===== src/rtl/axi4_lite_booth_master.sv =====
// AXI4-Lite initiator for the Booth multiplier register slave: writes operand A
// and operand B, waits a settle delay, reads back the product.
module axi4_lite_booth_master #(
    parameter int                        Axi_Data_Width     = 32,
    parameter int                        Axi_Addr_Width     = 8,
    parameter logic [Axi_Addr_Width-1:0] Write_to_1_offset  = 8'h08,
    parameter logic [Axi_Addr_Width-1:0] Write_to_2_offset  = 8'h0C,
    parameter logic [Axi_Addr_Width-1:0] read_from_1_offset = 8'h18,
    parameter int                        Settle_cycles      = 4,
    parameter bit                        Hold_arvalid       = 1'b1
) (
    input  logic                          s_axi_clock,
    input  logic                          s_axi_reset,
    input  logic                          start,
    input  logic [Axi_Data_Width-1:0]     operand_a,
    input  logic [Axi_Data_Width-1:0]     operand_b,
    output logic                          busy,
    output logic [Axi_Data_Width-1:0]     result_data,
    output logic                          result_valid,
    output logic                          resp_error,
    output logic [Axi_Addr_Width-1:0]     M_AXI_AWADDR,
    output logic [2:0]                    M_AXI_AWPROT,
    output logic                          M_AXI_AWVALID,
    input  logic                          M_AXI_AWREADY,
    output logic [Axi_Data_Width-1:0]     M_AXI_WDATA,
    output logic [Axi_Data_Width/8-1:0]   M_AXI_WSTRB,
    output logic                          M_AXI_WVALID,
    input  logic                          M_AXI_WREADY,
    input  logic [1:0]                    M_AXI_BRESP,
    input  logic                          M_AXI_BVALID,
    output logic                          M_AXI_BREADY,
    output logic [Axi_Addr_Width-1:0]     M_AXI_ARADDR,
    output logic [2:0]                    M_AXI_ARPROT,
    output logic                          M_AXI_ARVALID,
    input  logic                          M_AXI_ARREADY,
    input  logic [Axi_Data_Width-1:0]     M_AXI_RDATA,
    input  logic [1:0]                    M_AXI_RRESP,
    input  logic                          M_AXI_RVALID,
    output logic                          M_AXI_RREADY
);

    localparam int CW = (Settle_cycles > 2) ? $clog2(Settle_cycles) : 1;
    localparam logic [CW-1:0] SETTLE_LOAD = (Settle_cycles > 0) ? CW'(Settle_cycles - 1) : '0;

    typedef enum logic [2:0] {IDLE, WR_A, B_A, WR_B, B_B, SETTLE, RD, DONE} state_t;

    state_t                    state_q, state_d;
    logic [Axi_Data_Width-1:0] opb_q;
    logic [CW-1:0]             settle_cnt;
    logic                      aw_done, w_done, b_hs, r_hs;

    // A channel counts as done if its VALID already dropped or it handshakes now.
    assign aw_done = !M_AXI_AWVALID || M_AXI_AWREADY;
    assign w_done  = !M_AXI_WVALID  || M_AXI_WREADY;
    assign b_hs    = M_AXI_BVALID && M_AXI_BREADY;
    assign r_hs    = M_AXI_RVALID && M_AXI_RREADY;

    assign busy         = (state_q != IDLE);
    assign result_valid = (state_q == DONE);
    assign M_AXI_AWPROT = 3'b000;
    assign M_AXI_ARPROT = 3'b000;
    assign M_AXI_WSTRB  = '1;

    always_ff @(posedge s_axi_clock or negedge s_axi_reset) begin
        if (!s_axi_reset) state_q <= IDLE;
        else              state_q <= state_d;
    end

    always_comb begin
        state_d = state_q;
        case (state_q)
            IDLE:   if (start) state_d = WR_A;
            WR_A:   if (aw_done && w_done) state_d = B_A;
            B_A:    if (b_hs) state_d = WR_B;
            WR_B:   if (aw_done && w_done) state_d = B_B;
            B_B:    if (b_hs) state_d = (Settle_cycles == 0) ? RD : SETTLE;
            SETTLE: if (settle_cnt == '0) state_d = RD;
            RD:     if (r_hs) state_d = DONE;
            DONE:   state_d = IDLE;
            default: state_d = IDLE;
        endcase
    end

    always_ff @(posedge s_axi_clock or negedge s_axi_reset) begin
        if (!s_axi_reset) begin
            opb_q         <= '0;
            settle_cnt    <= '0;
            result_data   <= '0;
            resp_error    <= 1'b0;
            M_AXI_AWADDR  <= '0;
            M_AXI_AWVALID <= 1'b0;
            M_AXI_WDATA   <= '0;
            M_AXI_WVALID  <= 1'b0;
            M_AXI_BREADY  <= 1'b0;
            M_AXI_ARADDR  <= '0;
            M_AXI_ARVALID <= 1'b0;
            M_AXI_RREADY  <= 1'b0;
        end else begin
            case (state_q)
                IDLE: if (start) begin
                    opb_q         <= operand_b;
                    resp_error    <= 1'b0;
                    M_AXI_AWADDR  <= Write_to_1_offset;
                    M_AXI_WDATA   <= operand_a;
                    M_AXI_AWVALID <= 1'b1;
                    M_AXI_WVALID  <= 1'b1;
                end
                WR_A, WR_B: begin
                    if (M_AXI_AWVALID && M_AXI_AWREADY) M_AXI_AWVALID <= 1'b0;
                    if (M_AXI_WVALID && M_AXI_WREADY)   M_AXI_WVALID  <= 1'b0;
                    if (aw_done && w_done)              M_AXI_BREADY  <= 1'b1;
                end
                B_A, B_B: if (b_hs) begin
                    M_AXI_BREADY <= 1'b0;
                    if (M_AXI_BRESP != 2'b00) resp_error <= 1'b1;
                    if (state_q == B_A) begin
                        M_AXI_AWADDR  <= Write_to_2_offset;
                        M_AXI_WDATA   <= opb_q;
                        M_AXI_AWVALID <= 1'b1;
                        M_AXI_WVALID  <= 1'b1;
                    end else if (Settle_cycles == 0) begin
                        M_AXI_ARADDR  <= read_from_1_offset;
                        M_AXI_ARVALID <= 1'b1;
                        M_AXI_RREADY  <= 1'b1;
                    end else begin
                        settle_cnt <= SETTLE_LOAD;
                    end
                end
                SETTLE: begin
                    if (settle_cnt == '0) begin
                        M_AXI_ARADDR  <= read_from_1_offset;
                        M_AXI_ARVALID <= 1'b1;
                        M_AXI_RREADY  <= 1'b1;
                    end else begin
                        settle_cnt <= settle_cnt - 1'b1;
                    end
                end
                RD: begin
                    if (!Hold_arvalid && M_AXI_ARVALID && M_AXI_ARREADY) M_AXI_ARVALID <= 1'b0;
                    // An early R handshake also retires the address phase.
                    if (r_hs) begin
                        M_AXI_ARVALID <= 1'b0;
                        M_AXI_RREADY  <= 1'b0;
                        result_data   <= M_AXI_RDATA;
                        if (M_AXI_RRESP != 2'b00) resp_error <= 1'b1;
                    end
                end
                default: ;
            endcase
        end
    end

endmodule


===== config.mk =====
export PLATFORM = sky130hd
export DESIGN_NAME = axi4_lite_booth_master
export DESIGN_NICKNAME = d
export VERILOG_FILES = /design/src/rtl/axi4_lite_booth_master.sv
export SDC_FILE = /design/constraint.sdc
export NUM_CORES = 1
export LEC_CHECK = 0
export ABC_AREA = 1
export BUFFER_PORTS_ARGS = -buffer_cell sky130_fd_sc_hd__buf_2
export CAP_MARGIN = 40
export CORE_ASPECT_RATIO = 1.2
export CORE_MARGIN = 5
export CORE_UTILIZATION = 27
export DETAILED_ROUTE_END_ITERATION = 8
export PLACE_DENSITY = 0.53
export SETUP_SLACK_MARGIN = 0.5
export SYNTH_ARGS = -nofsm -noshare
export SYNTH_HDL_FRONTEND = slang
export SYNTH_SLANG_ARGS = --single-unit

===== constraint.sdc =====
create_clock -name s_axi_clock -period 1.4 [get_ports s_axi_clock]
set_input_delay 0.14 -clock s_axi_clock [delete_from_list [all_inputs] [get_ports s_axi_clock]]
set_output_delay 0.14 -clock s_axi_clock [all_outputs]
set_load 0.005 [all_outputs]

* Yosys cells after proc, flatten, opt, wreduce, memory -nomap -nowiden
Index checks and enable logic that the tools add are counted.
** Word-level totals
- Bits in registers :: 115
- Latch bits :: 0
- Memory bits (writable) :: 0
- Memory bits (read-only) :: 0
- Input bits :: 108
- Output and inout bits :: 98
- Logic and storage cells :: 108
- Memories :: 0
** Operators by class
- $add $sub $neg :: 1
- Multipliers :: 0
- Divide/modulo/power cells :: 0
- $lt $le $gt $ge :: 0
- Eq/ne operators :: 23
- Shift-type cells :: 0
- Multiplexer cells :: 39
- Bitwise logic cells :: 0
- Reduce and logical (&&, ||, !) cells :: 33
** Operators by type and width (number)
- 2-to-1 mux 32 bit :: 3
- one-hot mux 32 bit (2 select lines) :: 1
- != test 2 bit (second input constant) :: 16
- 2-to-1 mux 8 bit :: 3
- one-hot mux 3 bit (8 select lines) :: 1
- 2-to-1 mux 3 bit :: 7
- one-hot mux 8 bit (2 select lines) :: 1
- 2-to-1 mux 1 bit :: 14
- equality test 3 bit (second input constant) :: 4
- nonzero test 2 bit :: 6
- AND reduction 5 bit :: 2
- one-hot mux 1 bit (3 select lines) :: 3
- nonzero test 3 bit :: 3
- AND reduction 4 bit :: 2
- AND reduction 7 bit :: 1
- equality test 3 x 2 -> 1 bit (second input constant) :: 2
- 2-to-1 mux 2 bit :: 3
- AND reduction 2 bit :: 3
- AND reduction 3 bit :: 2
- AND reduction 6 bit :: 1
- logical AND 1 bit :: 5
- one-hot mux 1 bit (2 select lines) :: 2
- one-hot mux 2 bit (2 select lines) :: 1
- OR reduction 2 bit :: 2
- other kinds (6) :: 8

* Depth between registers and ports, before layout
- Depth after elaboration :: 5
- Depth in mapped cells :: 9
- Depth with buffers taken out :: 9

* Worst setup path before layout
No wires, ideal clock.
- Kind :: reg-to-reg
- Start point :: reg state_q[1]
- End point :: reg opb_q[24]
- Library setup time :: 128 ps
- Arrival :: 1229 ps
- Required time :: 1272 ps
- Slack :: 43 ps
- Stages on the path, launching flop included :: 6
- Cells stage by stage :: dfrtp_1 -> buf_6 -> nor2_8 -> nand3_2 -> buf_4 -> mux2_1
** On the way
- Word-level cells in the longest chain between the ends :: 2
** RTL lines
- start, declared :: RTL line 47 : state_t state_q, state_d;
- start signal, assigned :: RTL line 66 : else state_q <= state_d;
- logical NOT 3 bit :: RTL line 99 : case (state_q)
- AND reduction 2 bit (no source line)
- end signal, assigned :: RTL line 101 : opb_q <= operand_b;
- end, declared :: RTL line 48 : logic [Axi_Data_Width-1:0] opb_q;
No other way between the ends.
A chain may end at the register's enable or synchronous reset.

* Worst setup path after layout
- Start point :: reg state_q[1]
- End point :: reg result_data[17]
** On the way
- Word-level cells in the longest chain between the ends :: 2
** RTL lines
- equality test 3 bit :: RTL line 99
- AND reduction 2 bit (no source line)
- end signal, assigned :: RTL line 88 : result_data <= '0;
- end signal, assigned :: RTL line 144 : result_data <= M_AXI_RDATA;
- end, declared :: RTL line 18 : output logic [Axi_Data_Width-1:0] result_data,
No other way between the ends.

==> reports/qor.csv <==
stage,metric,value,unit
logic_synthesis,syn_inst,586,
clock_network,cts_tree,done,
route,vias,4878,
die,die_w,136,um
power_and_ir_drop,p_seq_share,32.0,%
hold_path,hold_class,in -> reg,
logic_synthesis,netlist_top_cells_count,"254 x nand2_1, 109 x dfrtp_1, 43 x nand3_1",
power_and_ir_drop,power.ir.vdd_worst,0.660,mV
global_route,first_global_vias,4965,
route,drc,0,
layout,num_antenna_cells,0,
setup_path,cp-start-kind,register,
sta,fin_crit,1.51,ns
die,num_rows,55,
power_and_ir_drop,share_comb_of_total_power,53.7,%
status,status,finished with violations,
setup_path,worstPathRequired,1.64,ns
layout,syn2layout_area_growth,58.0,%
logic_synthesis,syn_area,5170,sq um
logic_synthesis,synth_top_area_share,52.7,%
sta,post-route-period-util,108,%
place,place_hpwl,11000,um
route,drtAntennaViolNets,0,
logic_synthesis,synth_seq_cells,109,
status,violations,setup timing,
clock_network,cts_max_level,3,
setup_path,cp-end-kind,register,
power_and_ir_drop,cellInternalPower,10.4,mW
place,place_worst_setup_slack,-0.133,ns
layout,nets,974,
route,dr.pass1.iters,4,
clock_network,cts_root_buf,clkbuf_16,
logic_synthesis,yosys_warnings,0,
global_route,grt.total_usage,15.1,%
logic_synthesis,async_reset_ff_share,100,%
sta,fin_skew,0.00902,ns
global_route,antenna_found_initial,1,
sta,rsz0062_at_grt,true,
power_and_ir_drop,p_leak,4.51,nW
global_route,gr-total-overflow,0,
route,via_per_inst,4.33,
sta,holdWs,0.0191,ns
setup_path,path_max_fanout,6,
route,avgRoutedWirePerCell,15.1,um
die,design.portCount,206,
global_route,grt_pass1_wl,26100,um
logic_synthesis,yosysSeqAreaShare,52.7,%
logic_synthesis,synth_most_common_cell,nand2_1,
die,die_h,162,um
power_and_ir_drop,clockPowerShare,14.3,%
logic_synthesis,synth_cell_types,29,
clock_network,cts-buffers-inserted,9,
logic_synthesis,synth_top_area_cell,dfrtp_1,
place,post_dp_cell_area,6550,sq um
sta,drv_slew,0,
setup_path,crit_arrival,1.75,ns
die,dieArea,22000,sq um
die,start_util,27.4,%
clock_network,clockBufferDepth,2,
logic_synthesis,synth_edf_count,0,
route,wl,17000,um
global_route,grt_max_degree,55,
setup_path,worstSetupPathType,reg -> reg,
place,io_buffers,182,
sta,setup_slack,-0.114,ns
flow_run,maxCapViolCount,0,
power_and_ir_drop,p_sw,6.57,mW
sta,finalHoldViolations,0,
logic_synthesis,synth_ff_type,dfrtp_1,
sta,setup_viol_count_final,94,
place,gp_congestion,0.766,
layout,fin_area,8180,sq um
die,coreArea,18900,sq um
clock_network,clock_sinks,109,
power_and_ir_drop,switching_share,38.7,%
clock_network,clk_pin_slew,0.08,ns
logic_synthesis,syn_avg_cell_area,8.83,sq um
power_and_ir_drop,powerDensity,2070,nW/um^2
layout,drive_gt1_share,47.5,%
route,drt-initial-drc-count,115,
sta,fmax,0.660,GHz
clock_network,worstSkewPairLatency,0.35,ns
logic_synthesis,synth.area.top_cells,"dfrtp_1 53%, nand2_1 18%, mux2_2 5.4%",
registers in the layout, indices dropped and copies added (netlist names):
name and flops:
result_data 32, M_AXI_BREADY 1, state_q 3, M_AXI_AWADDR 2, M_AXI_WDATA 32, M_AXI_WVALID 1
opb_q 32, M_AXI_RREADY 1, resp_error 1, settle_cnt 2, M_AXI_AWVALID 1, M_AXI_ARADDR 1
metal layers:
layer	vias to the layer above	wire, um	GRT usage, %
li1	2369	-	-
met1	2293	6580	17.6
met2	183	8700	26.7
met3	31	1360	4.46
met4	2	363	4.22
met5	-	13	0
area by class of cell:
type                    instances  area [sq um]
repair buffers                302          2280
inverters                      20          82.6
flip-flops and latches        109          2730
well taps                     256           320
clock buffers                  10           229
clock inverters                 6          37.5
fillers                      1846         10700
multi-input cells             423          2490
cells by family after synthesis:
family	count (synthesis)	share of synthesized area (%)
AO/OA/AOI/OAI	40	3.87
adder cells (fa/ha/maj)	1	0.242
buffers and inverters	74	9.14
flip-flops	109	52.7
multiplexers	32	6.96
other	2	0.145
AND/OR/NAND/NOR	328	26.9
cells in the final DEF (no fill, tap or decap), types with 2 or more instances in the layout:
cell	Yosys	routed
inv_2	3	3
nor3_4	1	2
dfrtp_1	109	107
dfrtp_2	0	2
buf_4	34	46
buf_16	0	4
buf_6	8	24
nand2_4	1	26
nor2_8	2	2
mux2_4	0	7
a21oi_1	5	4
buf_8	0	4
mux2_2	25	25
buf_2	4	178
nand2_1	254	193
nor2_1	12	6
o21ai_2	0	3
nand3_1	43	39
nand2_2	5	40
nor4_1	2	2
nand3_4	1	5
buf_12	0	13
o21ai_0	25	17
clkbuf_16	0	10
inv_6	0	2
o21ai_1	10	15
conb_1	2	22
clkinv_2	0	4
dlygate4sd3_1	0	32
nor2_4	0	7
inv_1	16	16
nand3_2	2	2
through the flow:
| step | utilization (%) | TNS [ns] | power (mW) | std cells |
|---|---|---|---|---|
| global placement | 34.8 | -2.70 | 12.5 | 1027 |
| finish | 43.4 | -5.20 | 17.0 | 1126 |
| detailed placement | 34.8 | -4.14 | 12.6 | 1027 |
| global route | 43.4 | -12.28 | 18.4 | 1126 |
| CTS | 40.9 | -3.43 | 16.2 | 1105 |
| floorplan | - | 0 | 9.97 | 606 |
repair_timing:
action | CTS | global route
endpoints found under the hold margin | 139 | 1
gates resized for setup | 86 | 75
endpoints found under the setup margin | 185 | 185
pin swaps | 8 | 9
setup buffers | 25 | 18
gates cloned | 6 | 2
hold buffers | 31 | 1
worst max-delay path, stage by stage, from the launching register on:
cell and delay [ns]:
dfrtp_2 0.46, buf_6 0.14, buf_6 0.12, nand3_4 0.13, nor2_4 0.06, buf_6 0.12, buf_12 0.12, buf_16 0.14
nand2_2 0.05, nand2_1 0.05
power by group through the flow:
stage          clock (mW)  combinational (mW)  sequential (mW)
2_1_floorplan           0                4.60             5.36
3_3_place_gp            0                7.07             5.45
3_5_place_dp            0                7.15             5.45
4_1_cts              2.53                8.26             5.41
5_1_grt              2.68                10.1             5.59
6_report             2.43                9.11             5.42
path summary, 6_finish.rpt:
kind | startpoint | endpoint | slack (ns) | cells after the start
setup / recovery | state_q[1]$_DFFE_PN0P_ | result_data[17]$_DFFE_PN0P_ | -0.11 | 9
hold / removal | operand_b[15] | opb_q[15]$_DFFE_PN0P_ | 0.02 | 2
setup reg to reg | state_q[1]$_DFFE_PN0P_ | result_data[17]$_DFFE_PN0P_ | -0.11 | 9
hold reg to reg | result_data[24]$_DFFE_PN0P_ | result_data[24]$_DFFE_PN0P_ | 0.48 | 2
max in group asynchronous | s_axi_reset | state_q[0]$_DFFE_PN0P_ | 0.76 | 3
min in group asynchronous | s_axi_reset | result_data[10]$_DFFE_PN0P_ | 0.14 | 2
No activity file was read; power rests on OpenSTA's default activity.
